[src/rtl/a25_wb_serializer.sv]
// rtl/a25_wb_serializer.sv - splits 128-bit line requests into 32-bit wishbone beats
module a25_wb_serializer (
    input  logic         i_clk,
    input  logic         i_rst_n,
    input  logic         i_valid,
    output logic         o_accepted,
    input  logic         i_write,
    input  logic [127:0] i_wdata,
    input  logic [15:0]  i_be,
    input  logic [31:0]  i_addr,
    output logic [127:0] o_rdata,
    output logic         o_rdata_valid,
    output logic [31:0]  o_wb_adr,
    output logic [3:0]   o_wb_sel,
    output logic         o_wb_we,
    output logic [31:0]  o_wb_dat,
    output logic         o_wb_cyc,
    output logic         o_wb_stb,
    input  logic [31:0]  i_wb_dat,
    input  logic         i_wb_ack
);

    typedef enum logic [1:0] {IDLE, BUS, RDONE} state_t;

    state_t         state_q, state_d;
    logic           write_q, write_d;
    logic [127:0]   wdata_q, wdata_d;
    logic [15:0]    be_q, be_d;
    logic [27:0]    addr_q, addr_d;
    logic [1:0]     beat_q, beat_d;
    logic [31:0]    wb_adr_q, wb_adr_d;
    logic [3:0]     wb_sel_q, wb_sel_d;
    logic           wb_we_q, wb_we_d;
    logic [31:0]    wb_dat_q, wb_dat_d;
    logic           cyc_q, cyc_d;
    logic [127:0]   rdata_q, rdata_d;

    logic           accept;
    logic           ld_write;
    logic [127:0]   ld_wdata;
    logic [15:0]    ld_be;
    logic [27:0]    ld_addr;
    logic [2:0]     ld_start;
    logic [2:0]     hit;
    logic           addr_unused;

    assign addr_unused = &{1'b0, i_addr[3:0]};

    // Lowest enabled beat at or above start; bit 2 flags that one exists.
    function automatic logic [2:0] first_beat(input logic [15:0] be, input logic [2:0] start);
        logic [2:0] r;
        r = 3'b000;
        for (int k = 3; k >= 0; k--) begin
            if ((3'(k) >= start) && (be[4*k +: 4] != 4'h0)) begin
                r = {1'b1, 2'(k)};
            end
        end
        return r;
    endfunction

    always_ff @(posedge i_clk or negedge i_rst_n) begin
        if (!i_rst_n) begin
            state_q  <= IDLE;
            write_q  <= 1'b0;
            wdata_q  <= '0;
            be_q     <= '0;
            addr_q   <= '0;
            beat_q   <= '0;
            wb_adr_q <= '0;
            wb_sel_q <= '0;
            wb_we_q  <= 1'b0;
            wb_dat_q <= '0;
            cyc_q    <= 1'b0;
            rdata_q  <= '0;
        end else begin
            state_q  <= state_d;
            write_q  <= write_d;
            wdata_q  <= wdata_d;
            be_q     <= be_d;
            addr_q   <= addr_d;
            beat_q   <= beat_d;
            wb_adr_q <= wb_adr_d;
            wb_sel_q <= wb_sel_d;
            wb_we_q  <= wb_we_d;
            wb_dat_q <= wb_dat_d;
            cyc_q    <= cyc_d;
            rdata_q  <= rdata_d;
        end
    end

    // Beat selection reads the live request in IDLE and the latched copy in BUS.
    // Reads use an all-ones enable mask so every beat is issued with sel=f.
    always_comb begin
        accept   = i_valid && (state_q == IDLE) && i_rst_n;
        ld_write = (state_q == IDLE) ? i_write : write_q;
        ld_wdata = (state_q == IDLE) ? i_wdata : wdata_q;
        ld_be    = (state_q == IDLE) ? (i_write ? i_be : 16'hffff) : be_q;
        ld_addr  = (state_q == IDLE) ? i_addr[31:4] : addr_q;
        ld_start = (state_q == IDLE) ? 3'd0 : ({1'b0, beat_q} + 3'd1);
        hit      = first_beat(ld_be, ld_start);

        state_d  = state_q;
        write_d  = write_q;
        wdata_d  = wdata_q;
        be_d     = be_q;
        addr_d   = addr_q;
        beat_d   = beat_q;
        wb_adr_d = wb_adr_q;
        wb_sel_d = wb_sel_q;
        wb_we_d  = wb_we_q;
        wb_dat_d = wb_dat_q;
        cyc_d    = cyc_q;
        rdata_d  = rdata_q;

        case (state_q)
            IDLE: begin
                if (accept) begin
                    write_d = ld_write;
                    wdata_d = ld_wdata;
                    be_d    = ld_be;
                    addr_d  = ld_addr;
                    if (hit[2]) begin
                        state_d = BUS;
                        cyc_d   = 1'b1;
                    end
                end
            end
            BUS: begin
                if (i_wb_ack) begin
                    if (!write_q) begin
                        rdata_d[{beat_q, 5'b0} +: 32] = i_wb_dat;
                    end
                    if (!hit[2]) begin
                        cyc_d   = 1'b0;
                        state_d = write_q ? IDLE : RDONE;
                    end
                end
            end
            RDONE: begin
                state_d = IDLE;
            end
            default: begin
                state_d = IDLE;
                cyc_d   = 1'b0;
            end
        endcase

        if (hit[2] && ((state_q == IDLE && accept) || (state_q == BUS && i_wb_ack))) begin
            beat_d   = hit[1:0];
            wb_adr_d = {ld_addr, hit[1:0], 2'b00};
            wb_sel_d = ld_be[{hit[1:0], 2'b00} +: 4];
            wb_we_d  = ld_write;
            wb_dat_d = ld_write ? ld_wdata[{hit[1:0], 5'b0} +: 32] : 32'h0;
        end
    end

    assign o_accepted    = accept;
    assign o_rdata       = rdata_q;
    assign o_rdata_valid = (state_q == RDONE);
    assign o_wb_adr      = wb_adr_q;
    assign o_wb_sel      = wb_sel_q;
    assign o_wb_we       = wb_we_q;
    assign o_wb_dat      = wb_dat_q;
    assign o_wb_cyc      = cyc_q;
    assign o_wb_stb      = cyc_q;

endmodule
[config.mk]
export PLATFORM = sky130hd
export DESIGN_NAME = a25_wb_serializer
export DESIGN_NICKNAME = d
export VERILOG_FILES = /design/src/rtl/a25_wb_serializer.sv
export SDC_FILE = /design/constraint.sdc
export NUM_CORES = 1
export LEC_CHECK = 0
export BUFFER_PORTS_ARGS = -buffer_cell sky130_fd_sc_hd__clkbuf_2
export CAP_MARGIN = 30
export CELL_PAD_IN_SITES_DETAIL_PLACEMENT = 1
export CELL_PAD_IN_SITES_GLOBAL_PLACEMENT = 1
export CORE_ASPECT_RATIO = 2
export CORE_MARGIN = 2
export CORE_UTILIZATION = 40
export DETAILED_ROUTE_END_ITERATION = 7
export MAX_ROUTING_LAYER = met4
export PLACE_DENSITY_LB_ADDON = 0.15
export SKIP_CTS_REPAIR_TIMING = 1
export SYNTH_ARGS = -nofsm -noshare
export SYNTH_HDL_FRONTEND = slang
export SYNTH_SLANG_ARGS = --single-unit
export TNS_END_PERCENT = 20
[constraint.sdc]
create_clock -name i_clk -period 3.25 [get_ports i_clk]
set_clock_uncertainty 0.15 [all_clocks]
set_input_delay 0.1625 -clock i_clk [delete_from_list [all_inputs] [get_ports i_clk]]
set_output_delay 0.1625 -clock i_clk [all_outputs]
set_load 0.02 [all_outputs]
# == Yosys cells after proc, flatten, opt, wreduce, memory -nomap -nowiden ==
# Cells that the tools add are included.
# word_totals
ff_bits,373
in_bits,213
out_inout_bits,201
word_cells,72
# op_classes
n_addsub,2
order_cmp,4
eq_ne,6
n_shift,4
mux,23
bitwise,2
reduce_logical,19
# op_table
cell,count
$bwmux W128,1
$mux W128,1
$shift A32 B9 Y128 const A,1
$shiftx A128 B8 Y32,1
$shiftx A32 B9 Y128,1
$mux W16,2
$mux W32,1
$mux W28,1
$reduce_bool A4 Y1,4
$shiftx A16 B5 Y4,1
$mux W3,5
$mux W2,5
$logic_and A1 B1 Y1,9
$neg A7 Y9,1
$ne A2 B2 Y1 const B,4
$ge A1 B3 Y1 const A,2
$ge A2 B3 Y1 const A,2
$mux W1,5
$reduce_and A5 Y1,1
$pmux W2 S2,1
$reduce_and A4 Y1,1
$add A2 B1 Y3 const B,1
$pmux W1 S3,1
$reduce_and A3 Y1,1
6 further kinds,7

# == Logic depth before layout (Yosys ltp) ==
# Gate-level depths: netlist of the first run.
# logic_depth
word_depth,11
ltp_mapped,11
ltp_nobuf,8

# == Least setup slack after synthesis of the first run ==
# Ideal clock, no wire load.
# synth_path
kind,reg-to-reg
start,register beat_q[0]
end,"register wb_dat_q[10], in the netlist o_wb_dat[10]"
setup_time_ns,0.095
arrival_time_ns,2.690
required_time_ns,3.005
setup_slack_ns,0.315
stages_incl_launch_ff,12
n_path_buf,3
synth_period_minus_slack_ns,2.935
cell_sequence,dfrtp_1 -> inv_1 -> ha_1 -> nor2_1 -> a21o_1 -> o21a_1 -> clkbuf_1 -> o41ai_4 -> or2_2 -> buf_4 -> buf_4 -> o31ai_1
# synth_via
elab_chain_cells,10
elab_cells_between_ends,17
classes_between,add/sub: 1; order compare: 4; shift: 1; mux: 6; reduce/logical: 5
# synth_rtl
item,line,rtl
from (decl),30,"logic [1:0] beat_q, beat_d;"
from (signal assigned),81,beat_q <= beat_d;
$add A2 B1 Y3 *,99,"ld_start = (state_q == IDLE) ? 3'd0 : ({1'b0, beat_q} + 3'd1);"
$mux W3 *,99,
$ge A2 B3 Y1,54,if ((3'(k) >= start) && (be[4*k +: 4] != 4'h0)) begin
$logic_and A1 B1 Y1,54,
$mux W3 (3 in series),54,
$mux W3 *,54,
$shiftx A128 B8 Y32,153,"wb_dat_d = ld_write ? ld_wdata[{hit[1:0], 5'b0} +: 32] : 32'h0;"
$mux W32,153,
to (signal assigned),85,wb_dat_q <= wb_dat_d;
to (decl),34,"logic [31:0] wb_dat_q, wb_dat_d;"
# Mark *: on every way between the ends. The rest lies on a longest branch, timed or not.
# A chain may end at the register's enable or synchronous reset.

# == Worst setup path in the final report of the first run ==
# layout_path
start,register state_q[1]
end,"register wb_dat_q[30], in the netlist o_wb_dat[30]"
# layout_via
elab_chain_cells,10
elab_cells_between_ends,30
classes_between,order compare: 4; eq/ne: 1; shift: 1; mux: 9; reduce/logical: 15
# layout_rtl
item,line,rtl
from (decl),25,"state_t state_q, state_d;"
from (signal assigned),76,state_q <= state_d;
$logic_not A2 Y1,-,
$mux W3 / $mux W16 (equally long branches),"99, 97",
$ge A2 B3 Y1 / $reduce_bool A4 Y1 (equally long branches),54,
$logic_and A1 B1 Y1,54,
$mux W3 (4 in series),54,
$shiftx A128 B8 Y32,153,
$mux W32,153,
# Parallel ways exist; a longest one is shown, timed or not.

==> flow_summary.ini, run 1 <==
[grt]
grt_use_met1_pct = 31.9
grt_max_degree = 157
top_usage_layer = met2
gr-total-overflow = 0
antenna_found_initial = 6
grtUsageMet3_pct = 4.09
grt_pass1_vias = 17380
grt_pass1_wl_um = 97200
use_met2_pct = 47.5
grt_usage_pct = 27.3

[setup_path]
crit_path_end = o_wb_dat[30]
path_buf_inv = 3
start_kind = flip-flop
max_stage_delay_ns = 0.54
reg2regPathDepth = 9
cp.arrival_ns = 3.41
r2r_end = o_wb_dat[30]
path_delay_family = compound AO/OA/AOI/OAI gates
worstSetupEndpointType = flip-flop
critPathLaunch = state_q[1]
cp.depth = 9
crit_slowest_cell = dfrtp_1
regToRegStartpoint = state_q[1]
path_common_cell = buf_4
cp.required_ns = 3.53
r2r_setup_slack_ns = 0.12
path_max_fanout = 24
cp_cell_sequence = buf_4 > nor2_4 > mux2i_1 > buf_4 > a41oi_4 > o41ai_4 > clkbuf_16 > nor2_1 > a32o_1
critPathKind = flip-flop to flip-flop

[power_and_ir_drop]
irDropWorstVdd_mv = 0.531
p_leak_nw = 11.5
power_mw = 24.9
power_density_mw_per_mm2 = 1050

[synthesis]
yosys.cell_types.count = 55
synthMuxAreaShare_pct = 4.25
synth_xor_area_share_pct = 0
synth_ff_type = dfrtp_1
yosys_warnings = 0
async_flop_share_pct = 100
yosys.area_share.simple_pct = 24.6
synth-seq-cells = 371
synth_top_area_share_pct = 53.0
synthAdderAreaFrac_pct = 0.357
synth_seq_area_share_pct = 53.0
synth_area_leaders = dfrtp_1, nand2_1, o21ai_0
synth_compound_gate_area_share_pct = 13.9
synth_edf_count = 0
syn-mean-instance-area_sq_um = 8.37
netlist_instances = 2093
yosys.area.top_type = dfrtp_1
synth_top_family_by_area = simple AND/OR/NAND/NOR gates
syn_area_sq_mm = 0.0175

[finish]
layout_commonest_cell = nand2_1
num-fill-cells = 5184
drive_above_1_share_pct = 21.7
seq_area_sq_mm = 0.00929
area_growth_pct = 35.2
fin_area_sq_mm = 0.0237
layout_common_cells = nand2_1, clkbuf_2, dfrtp_1, o21ai_0, dlygate4sd3_1
multi_input_area_sq_mm = 0.00769
layout.cells.non_filler = 3233
finalNetCount = 2866

[route]
wire_per_inst_um = 20.5
drt_iter0_drc = 736
firstDrtPassIters = 5
routed-via-count = 17264
remaining_drc_errors = 0
viasPerCell = 5.34
wl_um = 66200
antenna_left = 0

[place]
portBuffers = 407
gp_congestion = 0.846
place_area_sq_mm = 0.0203
placedCellCount = 2956
hpwl_um = 43700

[clock_network]
clock_sinks = 371
h-tree-depth = 2
cts_tree = built
cts.path.max_buffers = 3
cts_made_buffers = 37
clockRootBuffer = clkbuf_16
clk_latency_ns = 0.54
clk_pin_slew_ns = 0.06

[timing]
hold_viol = 3
fin_crit_sh_pct = 96.3
max_freq_mhz = 319
setup_violations = 0
slew_headroom_pct = 33.5
slew_violations = 0
timing.hold.ws_ns = -0.0242
post-route-min-period_ns = 3.13
tightest_slew_ns = 0.998

[die]
die_x_um = 152
pin_count = 414
fp.coreArea_sq_mm = 0.0432
start_util_pct = 40.5
rows = 108
fp.dieH_um = 300
die-area_sq_mm = 0.0456

[hold_path]
hp-class = input port to flip-flop
hold_depth = 4

[outcome]
status = finished with violations
violations = hold timing

[job]
maxCapViolCount = 0
## worst min path at each step
stage	from	to
after detailed placement	i_rst_n	o_rdata[26]
after global routing	i_valid	wdata_q[66]
after CTS	i_rst_n	o_rdata[26]
final	i_be[1]	be_q[1]
after floorplan	i_rst_n	addr_q[0]
after global placement	i_rst_n	o_rdata[26]
## worst reg2reg max path, stage by stage (launching register included)
cell       delay (ns)
dfrtp_1          0.54
buf_4            0.26
nor2_4           0.31
mux2i_1          0.25
buf_4            0.17
a41oi_4          0.17
o41ai_4          0.45
clkbuf_16        0.30
nor2_1           0.13
a32o_1           0.29
## cell usage after synthesis (3+ instances only)
| cell | count |
|---|---|
| buf_4 | 8 |
| o21ba_2 | 4 |
| nand2_1 | 929 |
| mux2i_1 | 62 |
| a32o_1 | 4 |
| a211oi_1 | 16 |
| dfrtp_1 | 371 |
| or4b_1 | 6 |
| and2_1 | 17 |
| nor3_1 | 6 |
| clkbuf_1 | 125 |
| buf_1 | 7 |
| a22oi_1 | 11 |
| nand4_1 | 40 |
| o21bai_1 | 4 |
| a31oi_1 | 20 |
| o22ai_1 | 7 |
| nand3_1 | 23 |
| o21ai_0 | 220 |
| nor4b_1 | 4 |
| o31ai_1 | 28 |
| nor2b_1 | 4 |
| a32oi_1 | 16 |
| inv_1 | 6 |
| o21a_1 | 4 |
| a21oi_1 | 51 |
| ha_1 | 5 |
| buf_2 | 17 |
| nand2b_1 | 3 |
| mux2_2 | 11 |
| nor2_1 | 29 |
| o21ai_1 | 5 |
## stage by stage
stage / utilization, % / hold slack (ns) / worst slack (ns) / TNS, ns
2_1_floorplan: - / -0.283 / 0.315 / 0
3_3_place_gp: 46.9 / -0.0689 / 0.127 / 0
3_5_place_dp: 46.9 / -0.0642 / -0.00945 / -0.00945
4_1_cts: 49.9 / -0.642 / -0.0117 / -0.0117
5_1_grt: 54.7 / 0.00523 / -0.0369 / -0.0654
6_report: 54.7 / -0.0242 / 0.119 / 0
## per-layer routing
layer | wire [um] | vias up
met1 | 26500 | 8579
met5 | 0 | -
met4 | 2120 | 0
li1 | - | 8075
met2 | 34800 | 491
met3 | 2790 | 119
## flip-flops by register name (all words and copies together) (netlist names)
name,count
write_q,1
be_q,16
beat_q,1
o_wb_cyc,1
o_wb_we,1
o_rdata,128
o_wb_sel,4
wdata_q,128
addr_q,28
o_wb_adr,29
state_q,2
o_wb_dat,32
## where the power goes
| group | internal [mW] | switching [mW] | total [mW] | leakage (nW) |
|---|---|---|---|---|
| Clock | 2.74 | 1.95 | 4.69 | 0.633 |
| Combinational | 4.18 | 8.30 | 12.5 | 6.07 |
| Sequential | 6.55 | 1.17 | 7.72 | 4.83 |
## cell type report
class	count	area share (%)
Antenna cell	7	0.0740
Clock buffer	50	4.55
Clock inverter	17	0.946
Inverter	7	0.122
Multi-Input combinational cell	1559	32.5
Sequential cell	371	39.2
Tap cell	550	2.91
Timing Repair Buffer	672	19.7
## logic make-up after synthesis
kind of cell,Yosys count
AO/OA/AOI/OAI,408
adder cells (fa/ha/maj),5
buffers and inverters,164
flip-flops,371
multiplexers,73
other,1
AND/OR/NAND/NOR,1071
Note: power is estimated with default switching activity, not from simulation.
==> run 2: changes to the inputs <==
--- a/config.mk
+++ b/config.mk
@@ -14,7 +14,7 @@
 export CORE_UTILIZATION = 40
 export DETAILED_ROUTE_END_ITERATION = 7
 export MAX_ROUTING_LAYER = met4
-export PLACE_DENSITY_LB_ADDON = 0.15
+export PLACE_DENSITY_LB_ADDON = 0.05
 export SKIP_CTS_REPAIR_TIMING = 1
 export SYNTH_ARGS = -nofsm -noshare
 export SYNTH_HDL_FRONTEND = slang
==> flow_summary.ini, run 2 (synthesized netlist as in run 1, its figures left out) <==
[outcome]
status = finished with violations
violations = hold timing

[timing]
fin_crit_sh_pct = 96.2
tns_ns = 0
hold_viol = 1
slew_violations = 0
slew_headroom_pct = 40.0
tightest_slew_ns = 0.900
max_freq_mhz = 320
setup_violations = 0
timing.hold.ws_ns = -0.0178
post-route-min-period_ns = 3.13
setup_ws_ns = 0.125
rsz0062_at_grt = no

[clock_network]
clk_latency_ns = 0.53
cts_made_buffers = 37
clockRootBuffer = clkbuf_16
cts.path.max_buffers = 3
h-tree-depth = 2
clk_pin_slew_ns = 0.07
clock_sinks = 371
cts_tree = built

[die]
pin_count = 414
start_util_pct = 40.5
die_x_um = 152
rows = 108
fp.dieH_um = 300
die-area_sq_mm = 0.0456
fp.coreArea_sq_mm = 0.0432

[route]
routed-via-count = 16890
viasPerCell = 5.26
drt_iter0_drc = 795
antenna_left = 0
wire_per_inst_um = 19.7
firstDrtPassIters = 4
remaining_drc_errors = 0
wl_um = 63200

[finish]
drive_above_1_share_pct = 21.2
multi_input_area_sq_mm = 0.00767
fin_util_pct = 54.1
layout_commonest_cell = nand2_1
finalNetCount = 2850
seq_area_sq_mm = 0.00928
layout_common_cells = nand2_1, clkbuf_2, dfrtp_1, o21ai_0, dlygate4sd3_1
area_growth_pct = 33.7
num-fill-cells = 5160

[hold_path]
hp-class = input port to flip-flop

[setup_path]
path_max_fanout = 16
worstSetupEndpointType = flip-flop
path_buf_inv = 3
r2r_setup_slack_ns = 0.12
max_stage_delay_ns = 0.55
critPathKind = flip-flop to flip-flop
cp.required_ns = 3.52
path_delay_family = compound AO/OA/AOI/OAI gates
cp.arrival_ns = 3.39
crit_slowest_cell = or4b_1
start_kind = flip-flop
path_common_cell = buf_4
cp_cell_sequence = buf_4 > or4b_1 > a22oi_2 > a31oi_4 > buf_4 > o31ai_2 > buf_4 > nand3_1 > a32o_1

[grt]
grt_usage_pct = 27.2
grt_pass1_vias = 17065
antenna_found_initial = 6
gr-total-overflow = 0
grt_pass1_wl_um = 96800
grt_max_degree = 148

[power_and_ir_drop]
power_density_mw_per_mm2 = 1040
irDropWorstVdd_mv = 0.588
p_leak_nw = 11.4
power_mw = 24.3

[place]
hpwl_um = 43500
portBuffers = 407
pre_cts_ws_ns = 0.0940
gp_congestion = 0.870

[job]
maxCapViolCount = 0
[run 2: final timing paths]
| check | startpoint | end | cells past startpoint |
|---|---|---|---|
| max in group asynchronous | i_rst_n | be_q[4] | 4 |
| worst max-delay path | state_q[0] | o_wb_dat[31] | 9 |
| worst max register to register | state_q[0] | o_wb_dat[31] | 9 |
| worst min-delay path | i_be[0] | be_q[0] | 4 |
| worst min register to register | wdata_q[71] | wdata_q[71] | 2 |
| min in group asynchronous | i_rst_n | o_rdata[0] | 3 |
[run 2: metrics by stage]
stage	instances	cell area (sq um)	hold WS, ns
CTS	3011	21400	-0.706
detailed placement	2948	20200	-0.142
finish	3213	23400	-0.0178
global route	3212	23400	0.00305
global placement	2947	20200	-0.140
floorplan	2094	17500	-0.283
[run 2: worst reg2reg max path, stage by stage, from the launching register on]
cell and delay (ns):
dfrtp_1 0.52, buf_4 0.25, or4b_1 0.55, a22oi_2 0.34, a31oi_4 0.15, buf_4 0.24, o31ai_2 0.29, buf_4 0.20
nand3_1 0.07, a32o_1 0.25
[run 2: power by group]
| part | switching (mW) | total [mW] | leakage [nW] | internal (mW) |
|---|---|---|---|---|
| clock network | 1.90 | 4.39 | 0.578 | 2.49 |
| registers | 1.14 | 7.70 | 4.83 | 6.55 |
| logic | 8.14 | 12.3 | 6.00 | 4.12 |
[run 2: layer usage]
layer	vias up	wire, um	global-route usage, %
met5	-	0	-
met4	0	2030	9.81
met2	428	33300	48.0
li1	8027	-	-
met3	109	2540	3.85
met1	8326	25300	31.6
[run 2: layout make-up]
cell class              count  area share, %
repair buffers            656           19.3
clock inverters            16          0.834
clock buffers              47           4.24
well taps                 550           2.94
flip-flops and latches    371           39.7
inverters                   7          0.123
diodes                      7         0.0748
multi-input cells        1559           32.8
==> run 3: changes to the inputs <==
--- a/config.mk
+++ b/config.mk
@@ -9,12 +9,11 @@
 export CAP_MARGIN = 30
 export CELL_PAD_IN_SITES_DETAIL_PLACEMENT = 1
 export CELL_PAD_IN_SITES_GLOBAL_PLACEMENT = 1
-export CORE_ASPECT_RATIO = 2
-export CORE_MARGIN = 2
 export CORE_UTILIZATION = 40
 export DETAILED_ROUTE_END_ITERATION = 7
 export MAX_ROUTING_LAYER = met4
 export PLACE_DENSITY_LB_ADDON = 0.05
+export RECOVER_POWER = 25
 export SKIP_CTS_REPAIR_TIMING = 1
 export SYNTH_ARGS = -nofsm -noshare
 export SYNTH_HDL_FRONTEND = slang
==> flow_summary.ini, run 3 (synthesized netlist as in run 1, its figures left out) <==
[die]
start_util_pct = 40.6
die-area_sq_mm = 0.0446
rows = 76
fp.dieH_um = 211
pin_count = 414
die_x_um = 211
fp.coreArea_sq_mm = 0.0432

[clock_network]
cts.path.max_buffers = 3
clockRootBuffer = clkbuf_16
h-tree-depth = 2
cts_tree = built
cts_made_buffers = 44
clock_sinks = 371
clk_pin_slew_ns = 0.06
clk_latency_ns = 0.56

[setup_path]
path_buf_inv = 1
max_stage_delay_ns = 0.60
worstSetupEndpointType = flip-flop
critPathKind = flip-flop to flip-flop
cp.arrival_ns = 3.37
path_max_fanout = 38
start_kind = flip-flop
reg2regPathDepth = 7
r2r_end = o_wb_dat[30]
r2r_setup_slack_ns = 0.17
path_delay_family = compound AO/OA/AOI/OAI gates
cp_cell_sequence = or4b_1 > a22oi_2 > a31oi_4 > o41ai_4 > buf_12 > nor2_1 > a32o_1
crit_slowest_cell = or4b_1
regToRegStartpoint = state_q[1]
cp.required_ns = 3.54

[route]
drt_iter0_drc = 973
firstDrtPassIters = 6
wire_per_inst_um = 20.1
routed-via-count = 17279
antenna_left = 0
wl_um = 66000
remaining_drc_errors = 0
viasPerCell = 5.27

[finish]
fin_area_sq_mm = 0.0238
num-fill-cells = 5305
multi_input_area_sq_mm = 0.00767
layout_common_cells = nand2_1, dfrtp_1, clkbuf_2, o21ai_0, dlygate4sd3_1
layout.cells.non_filler = 3281
seq_area_sq_mm = 0.00929
area_growth_pct = 35.6
drive_above_1_share_pct = 16.6
layout_commonest_cell = nand2_1
finalNetCount = 2871

[timing]
slew_violations = 0
tns_ns = 0
tightest_slew_ns = 1.08
post-route-min-period_ns = 3.08
rsz0062_at_grt = no
slew_headroom_pct = 28.2
fin_crit_sh_pct = 94.8
hold_viol = 3
setup_violations = 0
timing.hold.ws_ns = -0.0247
max_freq_mhz = 325

[place]
place_area_sq_mm = 0.0204
portBuffers = 407
hpwl_um = 43500
gp_congestion = 0.878
placedCellCount = 2991

[power_and_ir_drop]
irDropWorstVdd_mv = 0.637
p_leak_nw = 11.2
power_density_mw_per_mm2 = 1080
power_mw = 25.6

[hold_path]
hold_depth = 4
hp-class = input port to flip-flop
min_to = be_q[15]
hp-start = i_be[15]

[grt]
grt_pass1_wl_um = 96900
antenna_found_initial = 12
grt_usage_pct = 28.9
gr-total-overflow = 0
grt_max_degree = 156
grt_pass1_vias = 16655

[outcome]
status = finished with violations
violations = hold timing

[job]
maxCapViolCount = 0
run 3: cell count changes in the layout (fill, tap and decap cells not counted), moves of 5 or more:
| cell | change |
|---|---|
| clkbuf_1 | +142 |
| clkbuf_2 | -139 |
| clkbuf_16 | +8 |
| buf_12 | +7 |
| buf_4 | +5 |
| clkbuf_8 | +5 |
| diode_2 | +5 |
run 3: layout make-up:
type                    count  area share (%)
well taps                 585            3.08
multi-input cells        1559            32.3
repair buffers            670            19.1
inverters                   7           0.121
flip-flops and latches    371            39.1
clock buffers              62            5.35
clock inverters            15           0.864
diodes                     12           0.126
run 3: layer usage:
layer	up-vias	wire length (um)	GRT usage, %
met5	-	0	-
met4	0	1870	11.2
met3	123	3360	6.45
met2	444	32300	45.1
met1	8613	28500	36.6
li1	8099	-	-
run 3: worst max path at each step:
stage	depth (start not counted)	to	slack, ns	start
6_report	7	o_wb_dat[30]	0.17	state_q[1]
4_1_cts	8	o_wb_dat[30]	0.05	state_q[1]
3_5_place_dp	8	o_wb_dat[30]	0.07	state_q[1]
5_1_grt	8	o_wb_dat[30]	0.02	state_q[0]
3_3_place_gp	8	o_wb_dat[30]	0.14	state_q[1]
2_1_floorplan	11	o_wb_dat[10]	0.32	beat_q[0]
run 3: worst min-delay path: stages:
cell	delay, ns
clkbuf_2	0.09
or4b_1	0.14
nand2_1	0.09
o21ai_0	0.16
run 3: power by group:
group / internal (mW) / switching, mW / total, mW / leakage [nW]
Clock: 3.11 / 2.00 / 5.11 / 0.725
Sequential: 6.56 / 1.12 / 7.68 / 4.83
Combinational: 4.17 / 8.59 / 12.8 / 5.62
Total: 13.8 / 11.7 / 25.6 / 11.2
run 3: per-stage QoR:
step           util [%]  hold slack (ns)  worst slack [ns]
6_report           55.0          -0.0247             0.171
5_1_grt            55.0           0.0210            0.0218
4_1_cts            50.6           -0.604            0.0453
3_5_place_dp       47.2          0.00627            0.0657
3_3_place_gp       47.2         -0.00152             0.139
2_1_floorplan         -           -0.283             0.315
